[config.mk]
export PLATFORM = sky130hd
export DESIGN_NAME = dice_roller
export DESIGN_NICKNAME = d
export VERILOG_FILES = /design/src/rtl/dice_roller.sv
export SDC_FILE = /design/constraint.sdc
export NUM_CORES = 1
export LEC_CHECK = 0
export CORE_MARGIN = 4
export CORE_UTILIZATION = 35
export CTS_BUF_LIST = sky130_fd_sc_hd__clkbuf_4
export CTS_CLUSTER_DIAMETER = 30
export CTS_CLUSTER_SIZE = 16
export DETAILED_ROUTE_END_ITERATION = 16
export SLEW_MARGIN = 20
export SYNTH_ARGS = -nofsm -noshare
export SYNTH_HDL_FRONTEND = slang
export SYNTH_SLANG_ARGS = --single-unit
[constraint.sdc]
create_clock -name clk -period 2.9 [get_ports clk]
set_input_delay 0.29 -clock clk [delete_from_list [all_inputs] [get_ports clk]]
set_output_delay 0.29 -clock clk [all_outputs]
set_load 0.02 [all_outputs]
[src/rtl/dice_roller.sv]
// Electronic dice: debounced pushbutton starts and stops a free-running odometer of die
// counters, and the value shown at release is held and driven to 7-segment displays.
module dice_roller #(
  parameter int unsigned FACES    = 6,
  parameter int unsigned DICE     = 2,
  parameter int unsigned DB_TICKS = 40000,
  parameter int unsigned DB_DEPTH = 8
) (
  input  logic                  clk,
  input  logic                  rst,
  input  logic                  button,
  output logic [7*DICE-1:0]     segments,
  output logic [4*DICE-1:0]     values,
  output logic                  result_valid,
  output logic                  busy,
  output logic                  button_out,
  output logic [15:0]           roll_count
);

  localparam int unsigned TickW = (DB_TICKS > 1) ? $clog2(DB_TICKS) : 1;

  typedef enum logic [1:0] {StIdle, StRoll, StShow} state_e;

  function automatic logic [6:0] seg_encode(input logic [3:0] v);
    case (v)
      4'd1:    seg_encode = 7'b1001111;
      4'd2:    seg_encode = 7'b0010010;
      4'd3:    seg_encode = 7'b0000110;
      4'd4:    seg_encode = 7'b1001100;
      4'd5:    seg_encode = 7'b0100100;
      4'd6:    seg_encode = 7'b0100000;
      4'd7:    seg_encode = 7'b0001111;
      4'd8:    seg_encode = 7'b0000000;
      4'd9:    seg_encode = 7'b0000100;
      default: seg_encode = 7'b1111110;
    endcase
  endfunction

  logic                     sync1_q, sync2_q;
  logic [TickW-1:0]         tick_q, tick_d;
  logic [DB_DEPTH-1:0]      hist_q, hist_d;
  logic                     btn_q, btn_d, btn_prev_q;
  logic                     press_q, press_d, release_q, release_d;
  logic [DICE-1:0][3:0]     cnt_q, cnt_d, live, held_q, held_d;
  state_e                   state_q, state_d;
  logic                     busy_q, rv_q, rv_d;
  logic [15:0]              count_q, count_d;
  logic [7*DICE-1:0]        seg_q, seg_d;

  always_comb begin
    tick_d = tick_q;
    hist_d = hist_q;
    if (tick_q == TickW'(DB_TICKS - 1)) begin
      tick_d = '0;
      hist_d = (hist_q << 1) | DB_DEPTH'(sync2_q);
    end else begin
      tick_d = tick_q + TickW'(1);
    end
    btn_d = btn_q;
    if (&hist_q) btn_d = 1'b1;
    else if (~|hist_q) btn_d = 1'b0;
    press_d   = btn_prev_q & ~btn_q;
    release_d = ~btn_prev_q & btn_q;
  end

  // Odometer: a carry ripples to die k only when every lower die wraps this cycle.
  always_comb begin
    logic carry;
    carry = 1'b1;
    cnt_d = cnt_q;
    for (int k = 0; k < DICE; k++) begin
      live[k] = cnt_q[k] + 4'd1;
      if (carry) begin
        if (cnt_q[k] == 4'(FACES - 1)) begin
          cnt_d[k] = '0;
        end else begin
          cnt_d[k] = cnt_q[k] + 4'd1;
          carry    = 1'b0;
        end
      end
    end
  end

  always_comb begin
    state_d = state_q;
    held_d  = held_q;
    rv_d    = 1'b0;
    count_d = count_q;
    unique case (state_q)
      StIdle, StShow: if (press_q) state_d = StRoll;
      StRoll: begin
        if (release_q) begin
          state_d = StShow;
          held_d  = live;
          rv_d    = 1'b1;
          if (count_q != 16'hFFFF) count_d = count_q + 16'd1;
        end
      end
      default: state_d = StIdle;
    endcase
    values = (state_q == StRoll) ? live : held_q;
    for (int k = 0; k < DICE; k++) seg_d[7*k +: 7] = seg_encode(values[4*k +: 4]);
  end

  always_ff @(posedge clk) begin
    if (rst) begin
      sync1_q    <= 1'b1;
      sync2_q    <= 1'b1;
      tick_q     <= '0;
      hist_q     <= '1;
      btn_q      <= 1'b1;
      btn_prev_q <= 1'b1;
      press_q    <= 1'b0;
      release_q  <= 1'b0;
      cnt_q      <= '0;
      held_q     <= {DICE{4'(FACES)}};
      state_q    <= StIdle;
      busy_q     <= 1'b0;
      rv_q       <= 1'b0;
      count_q    <= '0;
      seg_q      <= {DICE{seg_encode(4'(FACES))}};
    end else begin
      sync1_q    <= button;
      sync2_q    <= sync1_q;
      tick_q     <= tick_d;
      hist_q     <= hist_d;
      btn_q      <= btn_d;
      btn_prev_q <= btn_q;
      press_q    <= press_d;
      release_q  <= release_d;
      cnt_q      <= cnt_d;
      held_q     <= held_d;
      state_q    <= state_d;
      busy_q     <= (state_d == StRoll);
      rv_q       <= rv_d;
      count_q    <= count_d;
      seg_q      <= seg_d;
    end
  end

  assign segments     = seg_q;
  assign result_valid = rv_q;
  assign busy         = busy_q;
  assign button_out   = btn_q;
  assign roll_count   = count_q;

endmodule

==> impl_metrics.env, run 1 <==
export IMPL_r2r_slack_ns=0.98
export IMPL_cts_tree="built"
export IMPL_dpl_cell_area_um2=4050
export IMPL_placed_cells=555
export IMPL_cts_inserted_buffers=9
export IMPL_grt_setup_unrepaired="false"
export IMPL_fin_crit_sh_pct=91.2
export IMPL_fp_dieW_um=108
export IMPL_p_per_area_nw_per_um2=427
export IMPL_finalInstanceArea_um2=4230
export IMPL_viasPerCell=4.94
export IMPL_grt_max_degree=36
export IMPL_hold_viol_final=0
export IMPL_fin_nets=450
export IMPL_max_slew_margin_pct=57.0
export IMPL_rows=36
export IMPL_cts_buffer_depth=2
export IMPL_cp_slowest_stage_delay_ns=0.62
export IMPL_path_cells="ha_1 -> xor2_1 -> mux2i_4 -> inv_1 -> clkdlybuf4s50_1"
export IMPL_core_area_um2=9770
export IMPL_met3_usage_pct=3.34
export IMPL_io_pins=44
export IMPL_async_flop_share_pct=0
export IMPL_critical_path_slowest_cell="clkdlybuf4s50_1"
export IMPL_initial_core_util_pct=35.9
export IMPL_drive_gt1_share_pct=10.9
export IMPL_drc=0
export IMPL_power_leakage_nw=1.52
export IMPL_overflow=0
export IMPL_slew_violations=0
export IMPL_end_kind="output port"
export IMPL_path_delay_family="buffers and inverters"
export IMPL_insertion_delay_ns=0.42
export IMPL_hpwl_mm=5.10
export IMPL_start_kind="flop"
export IMPL_required_ns=2.61
export IMPL_ys_top_cells_by_area="dfxtp_1, nor2_1, xor2_1, ha_1, nand2_1"
export IMPL_cts_root_buf="clkbuf_4"
export IMPL_worst_ep_arrival_time_ns=2.36
export IMPL_period_needed_ns=2.65
export IMPL_path_max_fanout=8
export IMPL_portBuffers=43
export IMPL_drtPass1Iterations=4
export IMPL_diodes=0
export IMPL_ir_drop_v=0.000210
export IMPL_synth_ff_type="dfxtp_1"
export IMPL_hold_start="sync1_q$_SDFF_PP1_"
export IMPL_cts_hold_buf=0
export IMPL_worstMarginPinSlew_ns=0.645
export IMPL_grt_pass1_wl_mm=12.2
export IMPL_r2r_cells=6
export IMPL_antenna_found_initial=0
export IMPL_synth_cells=388
export IMPL_hold_end="sync2_q$_SDFF_PP1_"
export IMPL_cts_sinks=80
export IMPL_final_setup_tns_ns=0
export IMPL_wl_per_cell_um=12.3
export IMPL_layout_cells_non_filler=574
export IMPL_finClkSkew_ns=0.0190
export IMPL_routed_wl_mm=7.09
export IMPL_critPathKind="flop to output port"
export IMPL_holdWs_ns=0.426
export IMPL_gp_congestion=0.829
export IMPL_die_area_um2=11700
export IMPL_first_global_vias=2646
export IMPL_worstReg2RegEnd="segments[3]$_SDFF_PP0_"
export IMPL_setup_violations=0
export IMPL_antenna_left=0
export IMPL_maxCapViolCount=0
export IMPL_hold_path_class="flop to flop"
export IMPL_yosys_register_bits=80
export IMPL_dieHeight_um=108
export IMPL_syn_avg_cell_area_um2=9.04
export IMPL_clkTransAtPathRegs_ns=0.13
export IMPL_use_met1_pct=16.0
export IMPL_final_core_utilization_pct=43.2
export IMPL_syn_nets=402
export IMPL_use_met2_pct=21.4
export IMPL_synth_edf_count=0
export IMPL_r2r_start="state_q[0]$_SDFF_PP0_"
export IMPL_max_freq_mhz=378
export IMPL_synth_yosys_seq_area_share_pct=45.7
export IMPL_synth_warnings=0
export IMPL_syn_cell_area_um2=3510
export IMPL_synth_top_area_share_pct=45.7
export IMPL_vias=2838
export IMPL_pre_cts_ws_ns=0.606
export IMPL_yosys_cell_types_count=59
export IMPL_top_usage_layer="met2"
export IMPL_h_tree_depth=3
export IMPL_p_total_mw=1.80
export IMPL_worst_slack_ns=0.254
export IMPL_grt_usage_pct=12.9
export IMPL_min_path_cells=1
export IMPL_synth_top_cell_by_area="dfxtp_1"
export IMPL_status="completed"
export IMPL_drtIter0Drc=132
export IMPL_area_growth_pct=20.6
export IMPL_path_buf_inv=2
## layout make-up
cell class                 instances  area [um2]
fill                             990        5550
multi-input combinational        278        1770
sequential                        80        1600
timing repair buffer              49         488
tap                              133         166
clock buffer                      10        75.1
inverter                          18        67.6
clock inverter                     6        60.1
## power breakdown
part           total, mW  internal, mW  switching [mW]
Clock              0.640         0.269           0.371
Combinational     0.0470        0.0162          0.0309
Sequential          1.12          1.11         0.00986
Total               1.80          1.39           0.412
## worst max-delay path by stage
stage,start,end,slack [ns],depth (start not counted)
floorplan,state_q[1]$_SDFF_PP0_,segments[1]$_SDFF_PP0_,1.13,6
global placement,state_q[0]$_SDFF_PP0_,values[1],0.66,4
detailed placement,state_q[0]$_SDFF_PP0_,values[1],0.61,4
CTS,state_q[0]$_SDFF_PP0_,values[1],0.12,4
global route,cnt_q[5]$_SDFFE_PP0N_,values[5],0.07,5
finish,cnt_q[4]$_SDFFE_PP0N_,values[6],0.25,5
## synth_stat cells (2+ instances only)
master     count
a21oi_1       19
a31oi_1        4
nand3_1       22
buf_2          2
or3_1          7
nand2_1       35
nand2b_1       2
or2_2          5
and3_1         8
nand3b_1       2
nor3_1         7
o22ai_1        2
a211oi_1       5
inv_1         16
nor2_1        46
o2111ai_1      2
and4_1         4
nand4_1        9
xor2_1        16
o21a_1         2
inv_2          2
mux2i_1       10
nor4_1         3
buf_6          2
clkbuf_1       7
dfxtp_1       80
ha_1          11
o211ai_1       4
xnor2_1        8
o21ai_0       17
## per-layer routing
layer | wire length (um) | part of all wire [%]
met3 | 276 | 3.9
met4 | 112 | 1.6
met5 | 0 | 0
met2 | 3440 | 49
met1 | 3260 | 46
## cells in the final DEF, fill, tap and decap left out, types with 3 or more instances in the layout
cell type	count
a211oi_1	5
a21oi_1	19
a31oi_1	4
and3_1	8
and4_1	4
buf_4	5
clkbuf_4	10
clkdlybuf4s50_1	43
dfxtp_1	79
ha_1	11
inv_1	16
mux2i_1	10
nand2_1	35
nand3_1	22
nand4_1	9
nor2_1	46
nor3_1	7
nor4_1	3
o211ai_1	4
o21ai_0	17
or2_2	5
or3_1	7
xnor2_1	8
xor2_1	16
## state kept, by name, summed over array words and instances (netlist names)
register      cells
held_q            8
tick_q           16
roll_count       16
press_q           1
state_q           2
release_q         1
btn_prev_q        1
cnt_q             8
segments         14
sync1_q           1
result_valid      1
hist_q            8
button_out        1
sync2_q           1
busy              1
## what timing repair did
action,in CTS,in global routing
resized for setup,0,1
endpoints found under the setup margin,0,2
setup buffers,0,3
## kinds of logic (layout without fill, tap and decap cells)
group / Yosys count / count (layout) / synth area share, %
buf+inv: 30 / 83 / 4.03
fa+ha+maj: 11 / 11 / 3.93
flops: 80 / 80 / 45.7
mux: 13 / 13 / 4.25
xor+xnor: 24 / 24 / 6.00
compound gates: 68 / 68 / 12.4
simple gates: 162 / 162 / 23.7
Note: power is estimated with default switching activity, not from simulation.
==> run 2, diff against run 1 <==
ABC_AREA = 1   (was default)
GPL_TIMING_DRIVEN = 0   (was default)
==> run 2 against run 1 <==
Via count is 18% higher. Wire length is 14% higher. Sequential power hardly changed. Sequential cell count stayed put. Core utilization is 0.33 points lower. Clock skew is 0.0041 ns lower. Total power is 1.9% higher. Die area is 4.3% higher. Sequential share of layout area is 1.6 points lower. Worst setup slack worse by 0.0078 ns. Final cell count is 22% higher. Critical endpoint unchanged.
==> impl_metrics.env, run 2 <==
export IMPL_hold_viol_final=0
export IMPL_cts_tree="built"
export IMPL_worst_ep_arrival_time_ns=2.36
export IMPL_max_slew_margin_pct=61.0
export IMPL_end_kind="output port"
export IMPL_p_total_mw=1.84
export IMPL_drtIter0Drc=141
export IMPL_cts_inserted_buffers=9
export IMPL_status="completed"
export IMPL_critPathKind="flop to output port"
export IMPL_synth_top_family_by_area="simple AND/OR/NAND/NOR gates"
export IMPL_core_area_um2=10300
export IMPL_synth_top_area_share_pct=43.7
export IMPL_synth_yosys_seq_area_share_pct=43.7
export IMPL_cts_sinks=80
export IMPL_period_needed_ns=2.65
export IMPL_portBuffers=43
export IMPL_initial_core_util_pct=35.7
export IMPL_grt_max_degree=15
export IMPL_synth_ff_type="dfxtp_1"
export IMPL_hold_start="sync1_q$_SDFF_PP1_"
export IMPL_final_cell_mix="nand2_1, dfxtp_1, nor2_1"
export IMPL_syn_avg_cell_area_um2=7.25
export IMPL_final_setup_tns_ns=0
export IMPL_path_max_fanout=9
export IMPL_gp_congestion=0.834
export IMPL_grt_usage_pct=14.1
export IMPL_synth_most_common_cell="nand2_1"
export IMPL_synth_warnings=0
export IMPL_synth_area_mux_share_pct=0
export IMPL_synth_top_cell_by_area="dfxtp_1"
export IMPL_area_growth_pct=20.3
export IMPL_cts_root_buf="clkbuf_4"
export IMPL_async_flop_share_pct=0
export IMPL_hold_path_class="flop to flop"
export IMPL_syn_cell_area_um2=3670
export IMPL_cts_hold_buf=0
export IMPL_worstMarginPinSlew_ns=0.586
export IMPL_required_ns=2.61
export IMPL_dpl_cell_area_um2=4270
export IMPL_r2r_start="state_q[0]$_SDFF_PP0_"
export IMPL_drive_gt1_share_pct=6.55
export IMPL_slew_violations=0
export IMPL_vias=3356
export IMPL_h_tree_depth=3
export IMPL_max_freq_mhz=377
export IMPL_layout_cells_most_common="nand2_1"
export IMPL_synth_cells=506
export IMPL_drc=0
export IMPL_cts_setup_buffers=0
export IMPL_rows=37
export IMPL_finalInstanceArea_um2=4410
export IMPL_ys_top_cells_by_area="dfxtp_1, nand2_1, nand3_1, nor2_1, inv_1"
export IMPL_synth_edf_count=0
export IMPL_finClkSkew_ns=0.0149
export IMPL_hpwl_mm=6.09
export IMPL_yosys_area_share_xor_xnor_pct=2.63
export IMPL_drtPass1Iterations=5
export IMPL_maxCapViolCount=0
export IMPL_antenna_left=0
export IMPL_grt_setup_unrepaired="false"
export IMPL_yosys_cell_types_count=30
export IMPL_cts_resized=0
export IMPL_cp_startpoint="cnt_q[4]$_SDFFE_PP0N_"
export IMPL_yosys_register_bits=80
export IMPL_fp_dieW_um=110
export IMPL_start_kind="flop"
export IMPL_setup_violations=0
export IMPL_synthTopCellsByCount="nand2_1, dfxtp_1, nor2_1"
export IMPL_synth_simple_gate_area_share_pct=33.1
export IMPL_first_global_vias=3032
export IMPL_fin_nets=574
export IMPL_cts_buffer_depth=2
export IMPL_power_leakage_nw=1.89
export IMPL_ir_drop_v=0.000247
export IMPL_fin_crit_sh_pct=91.5
export IMPL_die_area_um2=12200
export IMPL_overflow=0
export IMPL_dieHeight_um=110
export IMPL_wl_per_cell_um=11.5
export IMPL_routed_wl_mm=8.07
export IMPL_clkTransAtPathRegs_ns=0.13
export IMPL_holdWs_ns=0.434
export IMPL_syn_nets=520
export IMPL_antenna_found_initial=0
export IMPL_grt_pass1_wl_mm=13.6
export IMPL_synth_fa_ha_area_share_pct=3.75
export IMPL_viasPerCell=4.79
export IMPL_p_per_area_nw_per_um2=417
export IMPL_insertion_delay_ns=0.42
export IMPL_diodes=0
export IMPL_final_core_utilization_pct=42.9
export IMPL_synth_compound_area_share_pct=9.59
export IMPL_io_pins=44
==> run 2: changes by cell type after synthesis, moves of 7 or more <==
cell     delta
nand2_1    +96
or3_1       -7
o21ai_0     -7
nor2_1     +22
and3_1      -8
nand3_1    +35
xor2_1      -8
a21oi_1     +9
mux2i_1    -10
inv_1      +32
==> run 2: logic make-up (layout without fill, tap and decap cells) <==
group           after synthesis  count (layout)
buf+inv                      61             120
xor+xnor                     11              11
flops                        80              80
fa+ha+maj                    11              11
compound gates               61              61
simple gates                282             282
==> run 2: final timing paths <==
kind	to	cells after the start	slack [ns]
worst max-delay path	values[6]	5	0.25
worst min-delay path	sync2_q$_SDFF_PP1_	1	0.43
worst max register to register	segments[3]$_SDFF_PP0_	10	0.91
worst min register to register	sync2_q$_SDFF_PP1_	1	0.43
==> run 2: area by class of cell <==
class                   instances  area [um2]
plain buffers                  12        82.6
clock buffers                  10        75.1
clock inverters                 6        67.6
fillers                      1075        5870
inverters                      49         184
multi-input cells             365        1800
flip-flops and latches         80        1600
well taps                     136         170
repair buffers                 43         430
==> run 2: worst max-delay path, cell delays in order (launching register included) <==
cell	delay (ns)
dfxtp_1	0.51
ha_1	0.21
xor2_1	0.33
nand2_1	0.12
nand2_1	0.15
clkdlybuf4s50_1	0.63
==> run 2: per-layer routing <==
layer	GRT usage (%)	vias to the layer above	part of all wire, %
li1	-	1757	-
met1	17.4	1536	47
met2	23.7	56	48
met3	3.79	7	4.3
met4	4.75	0	1.1
met5	0	-	0
==> run 2: power breakdown <==
group / total [mW] / switching, mW / internal (mW)
logic: 0.0551 / 0.0372 / 0.0180
clock network: 0.667 / 0.392 / 0.275
registers: 1.12 / 0.00869 / 1.11
total: 1.84 / 0.437 / 1.40
==> run 2: stage by stage <==
stage	setup slack, ns	std cells
global placement	0.699	685
floorplan	0.927	506
detailed placement	0.703	685
finish	0.246	701
CTS	0.182	701
global route	0.0260	701
==> edit 1: new RTL, config.mk and constraints of run 2 <==
The 3 states of `state_e` get a one-hot encoding in 3 bits.
--- a/src/rtl/dice_roller.sv
+++ b/src/rtl/dice_roller.sv
@@ -21,3 +21,3 @@
 
-  typedef enum logic [1:0] {StIdle, StRoll, StShow} state_e;
+  typedef enum logic [2:0] {StIdle = 3'b001, StRoll = 3'b010, StShow = 3'b100} state_e;
 
Check against the original RTL: no difference found for any inputs over 10 cycles, from zero or initial values and one cycle with rst high; not proved beyond that.
==> edit 1 against run 2 <==
- setup slack worse by 19 ps
- sequential cell count rose by 1
- area after synthesis up 2.7%
- non-clock buffer count is 2 lower
- final cell count increased by 3.1%
- fmax is 0.70% lower
- wire length is 8.9% higher
- register-to-register slack worse by 160 ps
- power rose by 0.93%
- hold slack worse by 210 ps
- first-iteration DRC count is 2.1% higher
- final area grew 1.9%
- core utilization rose by 0.24 points
- critical endpoint is now values[0]
==> edit 1: results (changes against run 2) <==
Timing:
- The worst-case clock skew is 20.6 ps (was 14.9 ps).
- The final setup violation count is 0 (unchanged).
- The relative slew slack is 49.9% (was 61.0%).

Cells and area:
- The share of cells above drive strength 1 is 5.96% (was 6.55%).

Global route:
- The number of global-route vias before repair is 3330 (was 3032).
- The largest net degree at the start of global routing was 14 (was 15).
- The global-route usage over all layers is 14.5% (was 14.1%).
- The met2 capacity usage during global routing was 23.9% (was 23.7%).
- The global routing usage on met1 is 18.2% (was 17.4%).
- The met3 global-route usage is 3.59% (was 3.79%).

Logic synthesis:
- The number of distinct standard cells referenced by the synthesized netlist is 35 (was 30).
- The post-synthesis compound-gate area fraction is 9.67% (was 9.59%).
- Top post-synthesis cells by area: sky130_fd_sc_hd__dfxtp_1, sky130_fd_sc_hd__nand2_1, sky130_fd_sc_hd__nand3_1, sky130_fd_sc_hd__inv_1, sky130_fd_sc_hd__nor2_1 (was sky130_fd_sc_hd__dfxtp_1, sky130_fd_sc_hd__nand2_1, sky130_fd_sc_hd__nand3_1, sky130_fd_sc_hd__nor2_1, sky130_fd_sc_hd__inv_1).
- The adder and majority gate portion of the synthesized area came to 3.65% (was 3.75%).
- The net count after synthesis is 543 (was 520).
- The sequential fraction of the synthesis area came to 43.1% (was 43.7%).

Routing:
- The routed via count divided by cell count came to 4.86 (was 4.79).
- The DRC violation total after the first TritonRoute iteration is 144 (was 141).
- The detailed-routing wirelength on met1 was 4220 µm (was 3790 µm).
- The average wire per standard cell is 12.2 µm (was 11.5 µm).
- The first-pass detailed-route iteration total is 4 (was 5).
- The met2 wire length came to 4020 µm (was 3850 µm).

Worst hold path:
- The worst hold path class is in -> reg (was reg -> reg).

Clocking:
- The number of gates resized after CTS is 1 (was 0).

Placed design:
- The count of input and output buffers was 42 (was 43).
- The placer congestion estimate is 0.841 (was 0.834).
- The HPWL reported at the end of detailed placement is 6610 µm (was 6090 µm).

Outcome:
- Outcome: complete, no violations (unchanged).

Setup path:
- The top fanout value on the critical path is 10 (was 9).
- The launching point of the worst reg2reg path is cnt_q[0]$_SDFF_PP0_ (was state_q[0]$_SDFF_PP0_).
- The data arrival time of the critical path is 2380 ps (was 2360 ps).

Pwr:
- The worst vdd rail ir drop is 191 µV (was 247 µV).
- The reported leakage power is 1.87 nW (was 1.89 nW).
[edit 1: cell types whose count changed after synthesis, moves of 3 or more]
cell                       change
sky130_fd_sc_hd__nor2_1       -20
sky130_fd_sc_hd__o211ai_1      -7
sky130_fd_sc_hd__nand4_1       +3
sky130_fd_sc_hd__a21oi_1       +7
sky130_fd_sc_hd__nand2_1      +21
sky130_fd_sc_hd__o21ai_1       -6
sky130_fd_sc_hd__xor2_1        -4
sky130_fd_sc_hd__buf_6         -4
sky130_fd_sc_hd__nand3_1       -8
sky130_fd_sc_hd__xnor2_1       +4
sky130_fd_sc_hd__inv_1        +11
sky130_fd_sc_hd__o21ai_0      +13
[edit 1: area by class of cell]
| type | instances | area, µm² |
|---|---|---|
| Fill cell | 1061 | 5920 |
| Multi-Input combinational cell | 375 | 1850 |
| Sequential cell | 81 | 1620 |
| Timing Repair Buffer | 42 | 420 |
| Inverter | 62 | 233 |
| Tap cell | 136 | 170 |
| Clock buffer | 11 | 82.6 |
| Buffer | 11 | 66.3 |
| Clock inverter | 5 | 56.3 |
[edit 1: power by group]
group          internal, W  switching [W]
combinational    0.0000193      0.0000394
clock             0.000280       0.000385
sequential         0.00112     0.00000984
total              0.00142       0.000434
[edit 1: metrics by stage]
step | instance area [µm²] | cells | setup slack, ps
3_5_place_dp | 4360 | 707 | 481
2_1_floorplan | 3770 | 529 | 612
6_report | 4500 | 723 | 228
3_3_place_gp | 4360 | 707 | 503
4_1_cts | 4500 | 723 | 134
5_1_grt | 4500 | 723 | 37.8
[edit 1: final timing paths]
kind / to / slack [ps] / cells after the start
worst max register to register: segments[3]$_SDFF_PP0_ / 750 / 9
worst max-delay path: values[0] / 230 / 6
worst min-delay path: sync2_q$_SDFF_PP1_ / 220 / 2
worst min register to register: release_q$_SDFF_PP0_ / 420 / 1
==> edit 2: new RTL, settings of run 2 <==
Made on the original files. Set the parameter `DB_TICKS` to 10000 (it was 40000).
--- a/src/rtl/dice_roller.sv
+++ b/src/rtl/dice_roller.sv
@@ -5,3 +5,3 @@
   parameter int unsigned DICE     = 2,
-  parameter int unsigned DB_TICKS = 40000,
+  parameter int unsigned DB_TICKS = 10000,
   parameter int unsigned DB_DEPTH = 8
Function: no difference found for any inputs over 10 cycles, from zero or initial values and one cycle with rst high; that may be too few to reach the edited logic, so the function may still have changed.
==> edit 2 against run 2 <==
- wire length shrank 0.32%
- first-iteration DRC count shrank 21%
- combinational power shrank 4.2%
- power shrank 7.2%
- area after synthesis grew 3.8%
- setup slack gained 67 ps
- final area grew 2.6%
- sequential cell count shrank 2
==> edit 2: results (changes against run 2) <==
Outcome:
- Outcome: complete, no violations (unchanged).

Logic synthesis:
- The net count after synthesis is 523 (was 520).
- The adder and majority gate portion of the synthesized area is 3.61% (was 3.75%).
- The sequential fraction of the synthesis area is 41.0% (was 43.7%).
- The synthesized instance count is 509 (was 506).
- The number of distinct standard cells referenced by the synthesized netlist was 39 (was 30).

Global route:
- The global-route usage over all layers is 13.5% (was 14.1%).

Placed design:
- The cell area after placement is 0.00441 mm² (was 0.00427 mm²).
- The count of placed standard cells including taps is 688 (was 685).
- The HPWL reported at the end of detailed placement was 6090 µm (about the same).
- The placer congestion estimate is 0.824 (was 0.834).
- The worst-case setup slack after placement was 797 ps (was 703 ps).

Setup path:
- The minimum setup slack among reg-to-reg paths is 1010 ps (was 910 ps).
- The highest cell delay on the worst timing path is 680 ps (was 630 ps).

Cells and area:
- The share of cells above drive strength 1 was 12.5% (was 6.55%).
- The final-layout fill cell count was 1108 (was 1075).
- The area taken by flip-flops and latches is 0.00156 mm² (was 0.00160 mm²).

Timing:
- The worst hold slack is 421 ps (was 434 ps).
- The final critical-path share of the clock period is 89.2% (was 91.5%).
- The worst-case clock skew is 14.5 ps (was 14.9 ps).
- The relative slew slack is 49.8% (was 61.0%).

Worst hold path:
- The cell depth of the worst min-delay path was 2 (was 1).

Routing:
- The DRC violation total after the first TritonRoute iteration is 111 (was 141).
- The first-pass detailed-route iteration total is 4 (was 5).
- The via count was 3291 (was 3356).
- The routed wire length came to 8040 µm (was 8070 µm).

Pwr:
- The switching share of power is 25.5% (was 23.8%).
- The reported leakage power is 1.93 nW (was 1.89 nW).
[edit 2: power groups by stage]
stage	clock network [W]	registers [W]	logic [W]
CTS	0.000602	0.00109	0.0000547
detailed placement	0	0.00111	0.0000545
floorplan	0	0.00111	0.0000363
finish	0.000566	0.00109	0.0000528
global placement	0	0.00111	0.0000530
global route	0.000641	0.00109	0.0000608
[edit 2: cell type report]
type	count	share of cell area, %
Inverter	61	5.06
Sequential cell	78	34.5
Tap cell	136	3.76
Buffer	12	2.10
Multi-Input combinational cell	358	42.5
Clock inverter	7	1.08
Timing Repair Buffer	43	9.51
Clock buffer	9	1.49
[edit 2: per-layer routing]
layer | GRT usage, % | routed length (µm)
met5 | 0 | 0
met4 | 4.49 | 89
met3 | 3.50 | 470
met2 | 21.4 | 3660
met1 | 17.9 | 3830
